$ cat src/rtl/hazard_pkg.sv
// Shared constants and types for the hazard tracking pipeline and the hazard unit it feeds.
package hazard_pkg;

   localparam int unsigned ADDR_W = 4;
   localparam int unsigned PC_REG = 15;
   localparam int unsigned CNT_W  = 16;

   // Forwarding mux select as decoded by the hazard unit.
   typedef enum logic [1:0] {
      FwdRf      = 2'b00,
      FwdResultW = 2'b01,
      FwdAluOutM = 2'b10
   } fwd_sel_e;

   // E-stage control bits; pc_src and branch are still unqualified by the condition here.
   typedef struct packed {
      logic reg_write;
      logic memto_reg;
      logic pc_src;
      logic branch;
   } ctrl_e_t;

endpackage

$ cat src/rtl/pipe_flop_clr.sv
// Pipeline register: asynchronous reset and synchronous clear, both loading RST_VAL.
module pipe_flop_clr #(
   parameter int unsigned  W       = 1,
   parameter logic [W-1:0] RST_VAL = '0
) (
   input  logic         clk_i,
   input  logic         rst_ni,
   input  logic         clr_i,
   input  logic [W-1:0] d_i,
   output logic [W-1:0] q_o
);

   logic [W-1:0] q_d;
   logic [W-1:0] q_q;

   always_comb begin
      q_d = clr_i ? RST_VAL : d_i;
   end

   always_ff @(posedge clk_i or negedge rst_ni) begin
      if (!rst_ni) begin
         q_q <= RST_VAL;
      end else begin
         q_q <= q_d;
      end
   end

   assign q_o = q_q;

endmodule

$ cat src/rtl/hazard_track_pipe.sv
// E/M/W copies of register indices and hazard controls, address compares for the hazard unit,
// and saturating stall/flush debug counters.
module hazard_track_pipe
   import hazard_pkg::ctrl_e_t;
#(
   parameter int unsigned ADDR_W = hazard_pkg::ADDR_W,
   parameter int unsigned PC_REG = hazard_pkg::PC_REG,
   parameter int unsigned CNT_W  = hazard_pkg::CNT_W
) (
   input  logic              clk,
   input  logic              reset,
   input  logic [ADDR_W-1:0] RA1D,
   input  logic [ADDR_W-1:0] RA2D,
   input  logic [ADDR_W-1:0] WA3D,
   input  logic              RegWriteD,
   input  logic              MemtoRegD,
   input  logic              PCSrcD,
   input  logic              BranchD,
   input  logic              CondExE,
   input  logic              FlushE,
   input  logic              StallD,
   output logic              Match_1E_M,
   output logic              Match_1E_W,
   output logic              Match_2E_M,
   output logic              Match_2E_W,
   output logic              Match_12D_E,
   output logic              RegWriteM,
   output logic              RegWriteW,
   output logic              MemtoRegE,
   output logic              PCSrcE,
   output logic              PCSrcM,
   output logic              PCSrcW,
   output logic              BranchTakenE,
   output logic [ADDR_W-1:0] RA1E,
   output logic [ADDR_W-1:0] RA2E,
   output logic [ADDR_W-1:0] WA3E,
   output logic [ADDR_W-1:0] WA3M,
   output logic [ADDR_W-1:0] WA3W,
   output logic [CNT_W-1:0]  LdStallCnt,
   output logic [CNT_W-1:0]  FlushCnt
);

   localparam logic [ADDR_W-1:0] PcIdx = ADDR_W'(PC_REG);

   ctrl_e_t ctrl_d, ctrl_e;
   logic    reg_write_m_d, pc_src_m_d;

   always_comb begin
      ctrl_d.reg_write = RegWriteD;
      ctrl_d.memto_reg = MemtoRegD;
      ctrl_d.pc_src    = PCSrcD;
      ctrl_d.branch    = BranchD;
   end

   // ---------------- E stage: bubbled by FlushE ----------------
   pipe_flop_clr #(
      .W       (3 * ADDR_W),
      .RST_VAL ({PcIdx, PcIdx, PcIdx})
   ) u_e_idx (
      .clk_i  (clk),
      .rst_ni (reset),
      .clr_i  (FlushE),
      .d_i    ({RA1D, RA2D, WA3D}),
      .q_o    ({RA1E, RA2E, WA3E})
   );

   pipe_flop_clr #(
      .W       ($bits(ctrl_e_t)),
      .RST_VAL ('0)
   ) u_e_ctrl (
      .clk_i  (clk),
      .rst_ni (reset),
      .clr_i  (FlushE),
      .d_i    (ctrl_d),
      .q_o    (ctrl_e)
   );

   // Load-use detection needs MemtoRegE regardless of whether the condition passes.
   assign MemtoRegE    = ctrl_e.memto_reg;
   assign PCSrcE       = ctrl_e.pc_src & CondExE;
   assign BranchTakenE = ctrl_e.branch & CondExE;

   always_comb begin
      reg_write_m_d = ctrl_e.reg_write & CondExE;
      pc_src_m_d    = PCSrcE;
   end

   // ---------------- M and W stages: never stalled or flushed ----------------
   pipe_flop_clr #(
      .W       (ADDR_W + 2),
      .RST_VAL ({PcIdx, 2'b00})
   ) u_m (
      .clk_i  (clk),
      .rst_ni (reset),
      .clr_i  (1'b0),
      .d_i    ({WA3E, reg_write_m_d, pc_src_m_d}),
      .q_o    ({WA3M, RegWriteM, PCSrcM})
   );

   pipe_flop_clr #(
      .W       (ADDR_W + 2),
      .RST_VAL ({PcIdx, 2'b00})
   ) u_w (
      .clk_i  (clk),
      .rst_ni (reset),
      .clr_i  (1'b0),
      .d_i    ({WA3M, RegWriteM, PCSrcM}),
      .q_o    ({WA3W, RegWriteW, PCSrcW})
   );

   // ---------------- Address compares; PC is never forwarded ----------------
   logic wa3e_pc, wa3m_pc, wa3w_pc;

   always_comb begin
      wa3e_pc     = (WA3E == PcIdx);
      wa3m_pc     = (WA3M == PcIdx);
      wa3w_pc     = (WA3W == PcIdx);
      Match_1E_M  = (RA1E == WA3M) & ~wa3m_pc;
      Match_1E_W  = (RA1E == WA3W) & ~wa3w_pc;
      Match_2E_M  = (RA2E == WA3M) & ~wa3m_pc;
      Match_2E_W  = (RA2E == WA3W) & ~wa3w_pc;
      Match_12D_E = ((RA1D == WA3E) | (RA2D == WA3E)) & ~wa3e_pc;
   end

   // ---------------- Saturating debug counters ----------------
   logic [CNT_W-1:0] ld_cnt_d, ld_cnt_q;
   logic [CNT_W-1:0] fl_cnt_d, fl_cnt_q;

   always_comb begin
      ld_cnt_d = ld_cnt_q;
      fl_cnt_d = fl_cnt_q;
      if (StallD && !(&ld_cnt_q)) begin
         ld_cnt_d = ld_cnt_q + CNT_W'(1);
      end
      if (FlushE && !(&fl_cnt_q)) begin
         fl_cnt_d = fl_cnt_q + CNT_W'(1);
      end
   end

   always_ff @(posedge clk or negedge reset) begin
      if (!reset) begin
         ld_cnt_q <= '0;
         fl_cnt_q <= '0;
      end else begin
         ld_cnt_q <= ld_cnt_d;
         fl_cnt_q <= fl_cnt_d;
      end
   end

   assign LdStallCnt = ld_cnt_q;
   assign FlushCnt   = fl_cnt_q;

endmodule

$ cat config.mk
export PLATFORM = sky130hd
export DESIGN_NAME = hazard_track_pipe
export DESIGN_NICKNAME = d
export VERILOG_FILES = /design/src/rtl/hazard_pkg.sv /design/src/rtl/pipe_flop_clr.sv /design/src/rtl/hazard_track_pipe.sv
export SDC_FILE = /design/constraint.sdc
export NUM_CORES = 1
export LEC_CHECK = 0
export CAP_MARGIN = 25
export CORE_MARGIN = 1
export CORE_UTILIZATION = 45
export DETAILED_ROUTE_END_ITERATION = 10
export GPL_ROUTABILITY_DRIVEN = 0
export GPL_TIMING_DRIVEN = 0
export PLACE_DENSITY = 0.74
export SYNTH_ARGS = -nofsm -noshare
export SYNTH_HDL_FRONTEND = slang
export SYNTH_SLANG_ARGS = --single-unit
$ cat constraint.sdc
create_clock -name clk -period 2.77 [get_ports clk]
set_input_delay 0.6925 -clock clk [delete_from_list [all_inputs] [get_ports clk]]
set_output_delay 0.6925 -clock clk [all_outputs]
set_load 0.02 [all_outputs]
Yosys cells after proc, flatten, opt, wreduce, memory -nomap -nowiden
Index checks and enable logic that the tools add are counted.
W data, S select, Z words.
Word-level totals
  bits in registers: 60
  output and inout port bits: 64
  input port bits: 21
  logic and storage cells: 37
Cells by class
  add/subtract/negate cells: 2
  mux-type cells: 2
  bitwise operators: 12
  eq/ne operators: 9
  reduce and logical (&&, ||, !) cells: 6
Operators with widths (number)
  $add A16 B1 Y16 const B: 2
  $reduce_and A16 Y1: 2
  $eq A4 B4 Y1: 6
  $eq A4 B4 Y1 const B: 3
  $mux W12: 1
  $and A1 B1 Y1: 8
  $mux W4: 1
  $not A1 Y1: 3
  $logic_and A1 B1 Y1: 2
  $logic_not A1 Y1: 2
  $or A1 B1 Y1: 1

Depth between registers and ports, before layout
Gate-level depths: netlist (run 1).
  word-level depth: 3
  mapped depth: 5

Hierarchy
Synthesis (run 1) repeated with hierarchy kept, for this count alone.
Second synthesis, totals
  cell total of the unflattened synthesis: 243
  area total of the unflattened synthesis: 2796.4 µm²
By module, submodules not included
  hazard_track_pipe: times used 1, cells an instance 186, area an instance 1890.6 µm²
  pipe_flop_clr (u_e_idx): times used 1, cells an instance 25, area an instance 395.4 µm²
  pipe_flop_clr (u_m ...): times used 2, cells an instance 12, area an instance 192.7 µm²
  pipe_flop_clr (u_e_ctrl): times used 1, cells an instance 8, area an instance 125.1 µm²

Worst setup path after synthesis (run 1)
No wires, ideal clock.
  path kind: in2out
  start: input RA1D[2]
  end: output Match_12D_E
  required time: 2078 ps
  setup slack: 509 ps
  data arrival time: 1569 ps
  stages on the path: 4
  buffers on the path: 0
  cell sequence: xor2_1 > nor4_1 > a41oi_1 > a41oi_1
On the way
  word-level cells in the longest chain between the ends: 3
RTL lines
  start, declared: line hazard_track_pipe.sv:12  | input logic [ADDR_W-1:0] RA1D,
  $eq A4 B4 Y1: line hazard_track_pipe.sv:122  | Match_12D_E = ((RA1D == WA3E) | (RA2D == WA3E)) & ~wa3e_pc;
  $or A1 B1 Y1: line hazard_track_pipe.sv:122
  $and A1 B1 Y1: line hazard_track_pipe.sv:122
  end, declared: line hazard_track_pipe.sv:26  | output logic Match_12D_E,
No other way between the ends.

Final worst setup path (run 1)
  start: input CondExE
  end: output PCSrcE
On the way
  word-level cells in the longest chain between the ends: 1
RTL lines
  start, declared: line hazard_track_pipe.sv:19  | input logic CondExE,
  $and A1 B1 Y1: line hazard_track_pipe.sv:80  | assign PCSrcE = ctrl_e.pc_src & CondExE;
  end, declared: line hazard_track_pipe.sv:30  | output logic PCSrcE,
No other way between the ends.

==> out/qor.yml, run 1 <==
cp-start-kind: "input pin"
initial_utilization_pct: 46.8
drv_slew: 0
syn_inst: 232
vdd_drop_max_v: 0.000510
slew_headroom_pct: 63.9
hold_viol: 0
die_h_um: 80.5
status: "finished, final reports clean"
rsz0062_at_grt: "false"
routed_via_density: 5.20
worst_slew_pin_slew_ns: 0.541
end_kind: "output pin"
grt_pass1_vias: 2063
cap_violations: 0
synth_area_mm2: 0.00277
ys_ff_latch: 60
cts-root-buf: "clkbuf_8"
num_vias: 2123
power.density_mw_per_mm2: 709
grt_max_degree: 39
r2r_cells: 4
ys_async_sr_fraction_pct: 100
numCtsBuffers: 9
io_buffers: 84
core_area_mm2: 0.00592
yosysTopAreaCellShare_pct: 36.1
reg2reg_from: "LdStallCnt[12]"
instances_no_fill: 408
diodes: 0
synth_commonest_cells: "dfrtp_1 (40), xnor2_1 (28), dfstp_2 (20)"
nets: 351
yosys_warnings: 0
crit_type: "input pin to output pin"
postSynthAreaPerCell_um2: 11.9
area_growth_pct: 42.8
die_area_mm2: 0.00648
cts_max_path_buffers: 2
overflow: 0
clk-insertion-delay-late_ns: 0.33
finalSetupViolCount: 0
dp_hpwl_um: 4540
min_path_type: "input pin to async pin"
path_clk_slew_ns: 0.07
crit_fanout: 3
ys_top_cells_by_area: "dfrtp_1 (36%), dfstp_2 (19%), xnor2_1 (8.8%)"
wire_per_inst_um: 15.0
drt_iter0_markers: 46
antenna_found_initial: 0
synth_most_common_cell: "dfrtp_1"
io_pins: 85
reg2reg_setup_slack_ns: 0.96
cts.htree.levels: 3
synth_flop_cell: "dfrtp_1"
dp.cells: 392
skew_ns: 0.00774
period_share_pct: 95.8
cp.arrival_ns: 1.96
first_pass_iters: 4
synth_top_area_cell: "dfrtp_1"
wirelength_um: 6110
clock-sinks: 60
pre_cts_ws_ns: -0.432
period_needed_ns: 2.65
synth_edf_count: 0
rows: 28
grt_pass1_wl_um: 10000
leakage_nw: 1.67
hold_buffers: 0
yosysUniqueCellTypes: 37
layout_setup_ws_ns: 0.118
tns_ns: 0
fmax_mhz: 377
syn_nets: 255
drc: 0
timing.rr.end: "LdStallCnt[1]"
drive_above_1_share_pct: 19.2
ys_seq_area_share_pct: 55.1
die_width_um: 80.5
grt_util_all_layers_pct: 21.0
ant_nets: 0
cts_tree: "done"
worstPathRequired_ns: 2.08
==> through the flow <==
step | hold WS [ns] | utilization [%] | total power [W] | cell area (um2)
final | 0.338 | 66.9 | 0.00281 | 3960
after CTS | 0.339 | 66.6 | 0.00284 | 3940
after detailed placement | 0.368 | 62.8 | 0.00194 | 3720
after global placement | 0.363 | 62.6 | 0.00192 | 3710
after floorplan | 0.397 | - | 0.00156 | 2770
after global routing | 0.359 | 66.9 | 0.00295 | 3960
==> sequential cells by signal (all words and copies together) (netlist names) <==
name and flops:
LdStallCnt 16, u_e_ctrl.q_o 4, u_w.q_o 6, u_e_idx.q_o 12
u_m.q_o 6, FlushCnt 16
==> worst max-delay path, cell delays in order <==
cell and delay, ns:
clkdlybuf4s50_1 0.49, and2_1 0.16, clkdlybuf4s50_1 0.61
==> cell usage in the layout (no fill, tap or decap), types with 4 or more instances in the layout <==
cell	count
and3_1	7
a21oi_1	5
dfstp_2	20
a41oi_1	4
nor3_1	7
and2_1	4
xor2_1	19
clkdlybuf4s50_1	79
nand4_1	14
nand3_1	13
or2_2	12
nor2_1	12
xnor2_1	28
and4_1	5
dfrtp_1	40
clkbuf_8	11
nand2_1	9
nor2b_1	4
==> final cells by class <==
cell class,count,area (um2)
clock inverter,4,71.3
buffer,3,12.5
clock buffer,12,155
timing repair buffer,85,861
fill,456,1960
sequential,60,1530
multi-input combinational,167,1230
inverter,2,7.51
tap,75,93.8
==> how the worst max path moves through the flow <==
stage                     startpoint         endpoint  slack, ns  cells after the start
after floorplan              RA1D[2]      Match_12D_E       0.51                      4
after global placement         reset  u_e_ctrl.q_o[2]      -0.84                      1
after detailed placement     RA1D[2]      Match_12D_E      -0.43                      6
after CTS                    RA1D[2]      Match_12D_E       0.02                      6
after global routing         RA1D[2]      Match_12D_E      0.009                      6
final                        CondExE           PCSrcE       0.12                      3
==> kinds of logic after synthesis <==
logic type	after synthesis	synth area share (%)
buf+inv	5	0.722
mux	2	0.813
flops	60	55.1
xor+xnor	47	14.9
simple gates	101	23.3
fa+ha+maj	2	0.903
compound gates	15	4.33
==> power breakdown <==
| part | internal (W) | switching (W) | total (W) |
|---|---|---|---|
| combinational | 0.000368 | 0.000372 | 0.000740 |
| sequential | 0.00101 | 0.000173 | 0.00118 |
| clock | 0.000553 | 0.000329 | 0.000882 |
==> per-layer routing <==
metal	vias up	global-route usage (%)	part of all wire (%)
li1	1018	-	-
met1	1039	27.4	44
met5	-	0	0
met4	0	8.39	1.8
met3	9	6.02	5.0
met2	57	32.6	49
==> repair_timing <==
action	4_1_cts	5_1_grt
endpoints found under the setup margin	1	1
setup buffers	0	0
pin swaps	0	1
endpoints found under the hold margin	0	0
resized for setup	5	5
Note: power is estimated with default switching activity, not from simulation.
==> run 2: changes to the inputs <==
--- a/config.mk
+++ b/config.mk
@@ -5,7 +5,6 @@
 export SDC_FILE = /design/constraint.sdc
 export NUM_CORES = 1
 export LEC_CHECK = 0
-export CAP_MARGIN = 25
 export CORE_MARGIN = 1
 export CORE_UTILIZATION = 45
 export DETAILED_ROUTE_END_ITERATION = 10
==> out/qor.yml, run 2 (synthesis results as in run 1) <==
initial_utilization_pct: 46.8  # unchanged
grt_util_all_layers_pct: 21.0  # unchanged
critPathLaunch: "CondExE"
io_buffers: 84  # unchanged
cts_setup_buffers: 0  # unchanged
drc: 0  # unchanged
grt_pass1_vias: 2063  # unchanged
dp_hpwl_um: 4540  # unchanged
final_util_pct: 66.9  # unchanged
die_h_um: 80.5  # unchanged
cts-root-buf: "clkbuf_8"
end_kind: "output pin"
diodes: 0  # unchanged
cp.arrival_ns: 1.96  # about the same
fillers: 456  # unchanged
cap_violations: 0  # unchanged
skew_ns: 0.00774  # unchanged
grt_max_degree: 39  # unchanged
hold_viol: 0  # unchanged
core_area_mm2: 0.00592  # unchanged
antenna_found_initial: 0  # unchanged
critPathSlowestCell: "clkdlybuf4s50_1"
io_pins: 85  # unchanged
clk-insertion-delay-late_ns: 0.33  # about the same
die_width_um: 80.5  # unchanged
first_pass_iters: 4  # unchanged
layout_setup_ws_ns: 0.118  # unchanged
crit_family: "buffers and inverters"
worstPathRequired_ns: 2.08  # about the same
finalSetupViolCount: 0  # unchanged
drv_slew: 0  # unchanged
fmax_mhz: 377  # unchanged
clock-sinks: 60  # unchanged
cp.buffers_inverters: 2  # unchanged
drive_above_1_share_pct: 19.2  # unchanged
numCtsBuffers: 9  # unchanged
reg2reg_setup_slack_ns: 0.96  # about the same
path_depth: 3  # unchanged
cts_max_path_buffers: 2  # unchanged
area_growth_pct: 42.8  # unchanged
final_cell_mix: "clkdlybuf4s50_1 (79), dfrtp_1 (40), xnor2_1 (28), dfstp_2 (20), xor2_1 (19)"
crit_type: "input pin to output pin"
period_needed_ns: 2.65  # unchanged
r2r_cells: 4  # unchanged
rsz0062_at_grt: "false"
final_common_cell: "clkdlybuf4s50_1"
ant_nets: 0  # unchanged
wire_per_inst_um: 15.0  # unchanged
grt_pass1_wl_um: 10000  # unchanged
pre_cts_ws_ns: -0.432  # unchanged
cpMostUsedCell: "clkdlybuf4s50_1"
crit_end: "PCSrcE"
leakage_nw: 1.67  # unchanged
crit_fanout: 3  # unchanged
status: "finished, final reports clean"
die_area_mm2: 0.00648  # unchanged
rows: 28  # unchanged
hold_buffers: 0  # unchanged
routed_via_density: 5.20  # unchanged
overflow: 0  # unchanged
power.density_mw_per_mm2: 709  # unchanged
worst_slew_pin_slew_ns: 0.541  # unchanged
period_share_pct: 95.8  # unchanged
cp-start-kind: "input pin"
cts_tree: "done"
min_path_type: "input pin to async pin"
wirelength_um: 6110  # unchanged
path_clk_slew_ns: 0.07  # about the same
drt_iter0_markers: 46  # unchanged
cts.htree.levels: 3  # unchanged
timing.rr.end: "LdStallCnt[1]"
vdd_drop_max_v: 0.000510  # unchanged
num_vias: 2123  # unchanged
slew_headroom_pct: 63.9  # unchanged
reg2reg_from: "LdStallCnt[12]"
nets: 351  # unchanged
crit_path_cell_trace: "clkdlybuf4s50_1 > and2_1 > clkdlybuf4s50_1"
slowest_delay_ns: 0.61  # about the same
-- run 2: cell counts in the layout (fill, tap and decap cells not counted) --
No cell type changed its count.
-- run 2: worst min-delay path by stage --
stage,endpoint,depth (start not counted)
after floorplan,FlushCnt[0],0
after global placement,u_w.q_o[1],0
after detailed placement,u_w.q_o[1],0
after CTS,LdStallCnt[5],1
after global routing,LdStallCnt[5],1
final,LdStallCnt[5],1
-- run 2: where the power goes --
| group | switching, W | internal (W) |
|---|---|---|
| combinational | 0.000372 | 0.000368 |
| clock | 0.000329 | 0.000553 |
| sequential | 0.000173 | 0.00101 |
| total | 0.000873 | 0.00193 |
-- run 2: layout make-up --
class / count / area, um2 / share of cell area (%)
Clock buffer: 12 / 155 / 3.92
Buffer: 3 / 12.5 / 0.316
Tap cell: 75 / 93.8 / 2.37
Clock inverter: 4 / 71.3 / 1.80
Timing Repair Buffer: 85 / 861 / 21.7
Multi-Input combinational cell: 167 / 1230 / 31.1
Inverter: 2 / 7.51 / 0.190
Sequential cell: 60 / 1530 / 38.6
-- run 2: per-stage QoR --
step	instance area, um2	total power [W]	cells	setup TNS [ns]	hold WS (ns)
4_1_cts	3940	0.00284	408	0	0.339
3_3_place_gp	3710	0.00192	391	-38.04	0.363
6_report	3960	0.00281	408	0	0.338
2_1_floorplan	2770	0.00156	232	0	0.397
3_5_place_dp	3720	0.00194	392	-0.432	0.368
5_1_grt	3960	0.00295	408	0	0.359
-- run 2: worst reg2reg max path: stages (launching register included) --
cell and delay, ns:
dfrtp_1 0.47, nand4_2 0.23, nor4_4 0.45, nand2b_2 0.21
mux2_1 0.32
-- run 2: timing repair --
action                                  CTS  global route
pin swaps                                 0             1
gates resized for setup                   5             5
endpoints found under the setup margin    1             1
-- run 2: routing by layer --
layer / share of wire, % / global-route usage [%]
met1: 44 / 27.4
met2: 49 / 32.6
met3: 5.0 / 6.02
met4: 1.8 / 8.39
met5: 0 / 0
==> run 3: changes to the inputs <==
--- a/config.mk
+++ b/config.mk
@@ -5,12 +5,15 @@
 export SDC_FILE = /design/constraint.sdc
 export NUM_CORES = 1
 export LEC_CHECK = 0
+export CELL_PAD_IN_SITES_DETAIL_PLACEMENT = 1
+export CELL_PAD_IN_SITES_GLOBAL_PLACEMENT = 2
 export CORE_MARGIN = 1
-export CORE_UTILIZATION = 45
+export CORE_UTILIZATION = 32
 export DETAILED_ROUTE_END_ITERATION = 10
 export GPL_ROUTABILITY_DRIVEN = 0
 export GPL_TIMING_DRIVEN = 0
-export PLACE_DENSITY = 0.74
+export PLACE_DENSITY = 0.82
+export SKIP_CTS_REPAIR_TIMING = 1
 export SYNTH_ARGS = -nofsm -noshare
 export SYNTH_HDL_FRONTEND = slang
 export SYNTH_SLANG_ARGS = --single-unit
==> out/qor.yml, run 3 (synthesis results as in run 1) <==
fin_total_pwr_w: 0.00273  # -2.6%
critPathSlowestCell: "clkdlybuf4s50_1"
grt_pass1_wl_um: 11500  # +15%
finalSetupViolCount: 0  # unchanged
leakage_nw: 1.69  # +0.93%
crit_fanout: 5  # +2
clock-sinks: 60  # unchanged
cp.arrival_ns: 1.95  # about the same
diodes: 0  # unchanged
ff_latch_area_mm2: 0.00153  # unchanged
dp_hpwl_um: 5220  # +15%
wire_per_inst_um: 15.8  # +5.6%
nets: 351  # unchanged
cts_tree: "done"
die_area_mm2: 0.00904  # +40%
drc: 0  # unchanged
num_vias: 2147  # +1.1%
holdWs_ns: 0.347  # +0.00949 ns
core_area_mm2: 0.00830  # +40%
slew_headroom_pct: 62.9  # -0.97 points
skew_ns: 0.00530  # -0.00245 ns
grt_util_all_layers_pct: 16.9  # -4.0 points
final_common_cell: "clkdlybuf4s50_1"
status: "finished, final reports clean"
drive_above_1_share_pct: 19.2  # unchanged
rows: 33  # +18%
numCtsBuffers: 9  # unchanged
die_width_um: 95.1  # +18%
period_needed_ns: 2.64  # -0.00896 ns
cts.htree.levels: 3  # unchanged
crit_path_cell_trace: "xnor2_1 > nand3_1 > nor3_1 > clkdlybuf4s50_1"
die_h_um: 95.1  # +18%
crit_family: "buffers and inverters"
multiInputGateArea_mm2: 0.00122  # -0.51%
first_pass_iters: 4  # unchanged
worst_slew_pin_slew_ns: 0.556  # +0.0146 ns
drt_iter0_markers: 42  # -8.7%
io_pins: 85  # unchanged
routed_via_density: 4.90  # -5.8%
overflow: 0  # unchanged
period_share_pct: 95.4  # -0.32 points
antenna_found_initial: 0  # unchanged
vdd_drop_max_v: 0.000352  # -31%
clk-insertion-delay-late_ns: 0.33  # about the same
slowest_delay_ns: 0.63  # +0.02 ns
cap_violations: 0  # unchanged
cts_max_path_buffers: 2  # unchanged
drv_slew: 0  # unchanged
path_clk_slew_ns: 0.07  # about the same
cp.buffers_inverters: 1  # -1
ant_nets: 0  # unchanged
crit_type: "flip-flop to output pin"
final_cell_mix: "clkdlybuf4s50_1 (78), dfrtp_1 (40), xnor2_1 (28), dfstp_2 (20), xor2_1 (19)"
power.density_mw_per_mm2: 687  # -3.0%
end_kind: "output pin"
hold_viol: 0  # unchanged
io_buffers: 84  # unchanged
wirelength_um: 6930  # +13%
min_path_type: "input pin to async pin"
fillers: 919  # +100%
worstPathRequired_ns: 2.08  # about the same
grt_pass1_vias: 2297  # +11%
cp-start-kind: "flip-flop"
area_growth_pct: 43.3
cts-root-buf: "clkbuf_8"
grt_max_degree: 39  # unchanged
rsz0062_at_grt: "false"
fmax_mhz: 378  # +0.34%
initial_utilization_pct: 33.4  # -13 points
run 3: power by group:
group / total [W] / leakage [nW] / switching, W / internal (W)
Combinational: 0.000746 / 0.847 / 0.000378 / 0.000368
Clock: 0.000793 / 0.109 / 0.000339 / 0.000454
Sequential: 0.00119 / 0.731 / 0.000181 / 0.00101
Total: 0.00273 / 1.69 / 0.000898 / 0.00183
run 3: stage by stage:
step / setup TNS [ns] / area [um2] / instances / util [%] / worst slack [ns]
after floorplan: 0 / 2770 / 232 / - / 0.509
after global placement: -41.15 / 3740 / 421 / 45.1 / -0.903
after detailed placement: -0.429 / 3760 / 422 / 45.3 / -0.429
after CTS: -0.435 / 3970 / 438 / 47.8 / -0.435
after global routing: 0 / 3970 / 438 / 47.9 / 0.0155
final: 0 / 3970 / 438 / 47.9 / 0.127
run 3: cell type report:
type / instances / area share [%]
buffer: 3 / 0.315
clock buffer: 13 / 4.82
clock inverter: 3 / 0.378
inverter: 2 / 0.189
multi-input combinational: 167 / 30.8
sequential: 60 / 38.4
tap: 105 / 3.31
timing repair buffer: 85 / 21.7
run 3: per-layer routing:
layer | global-route usage, % | wire [um] | vias to the layer above
met4 | 6.44 | 74 | 0
met2 | 27.5 | 3420 | 54
met5 | 0 | 0 | -
met3 | 4.39 | 289 | 7
li1 | - | - | 1014
met1 | 21.6 | 3140 | 1072
run 3: worst paths after layout:
path,slack (ns),cells past startpoint,endpoint,start
setup / recovery,0.13,4,Match_2E_W,u_w.q_o[5]
hold / removal,0.35,1,LdStallCnt[15],reset
setup reg to reg,0.97,5,LdStallCnt[1],LdStallCnt[0]
hold reg to reg,0.39,0,u_w.q_o[0],u_m.q_o[0]
max in group asynchronous,1.77,2,u_e_idx.q_o[3],reset
min in group clk,0.39,0,u_w.q_o[0],u_m.q_o[0]
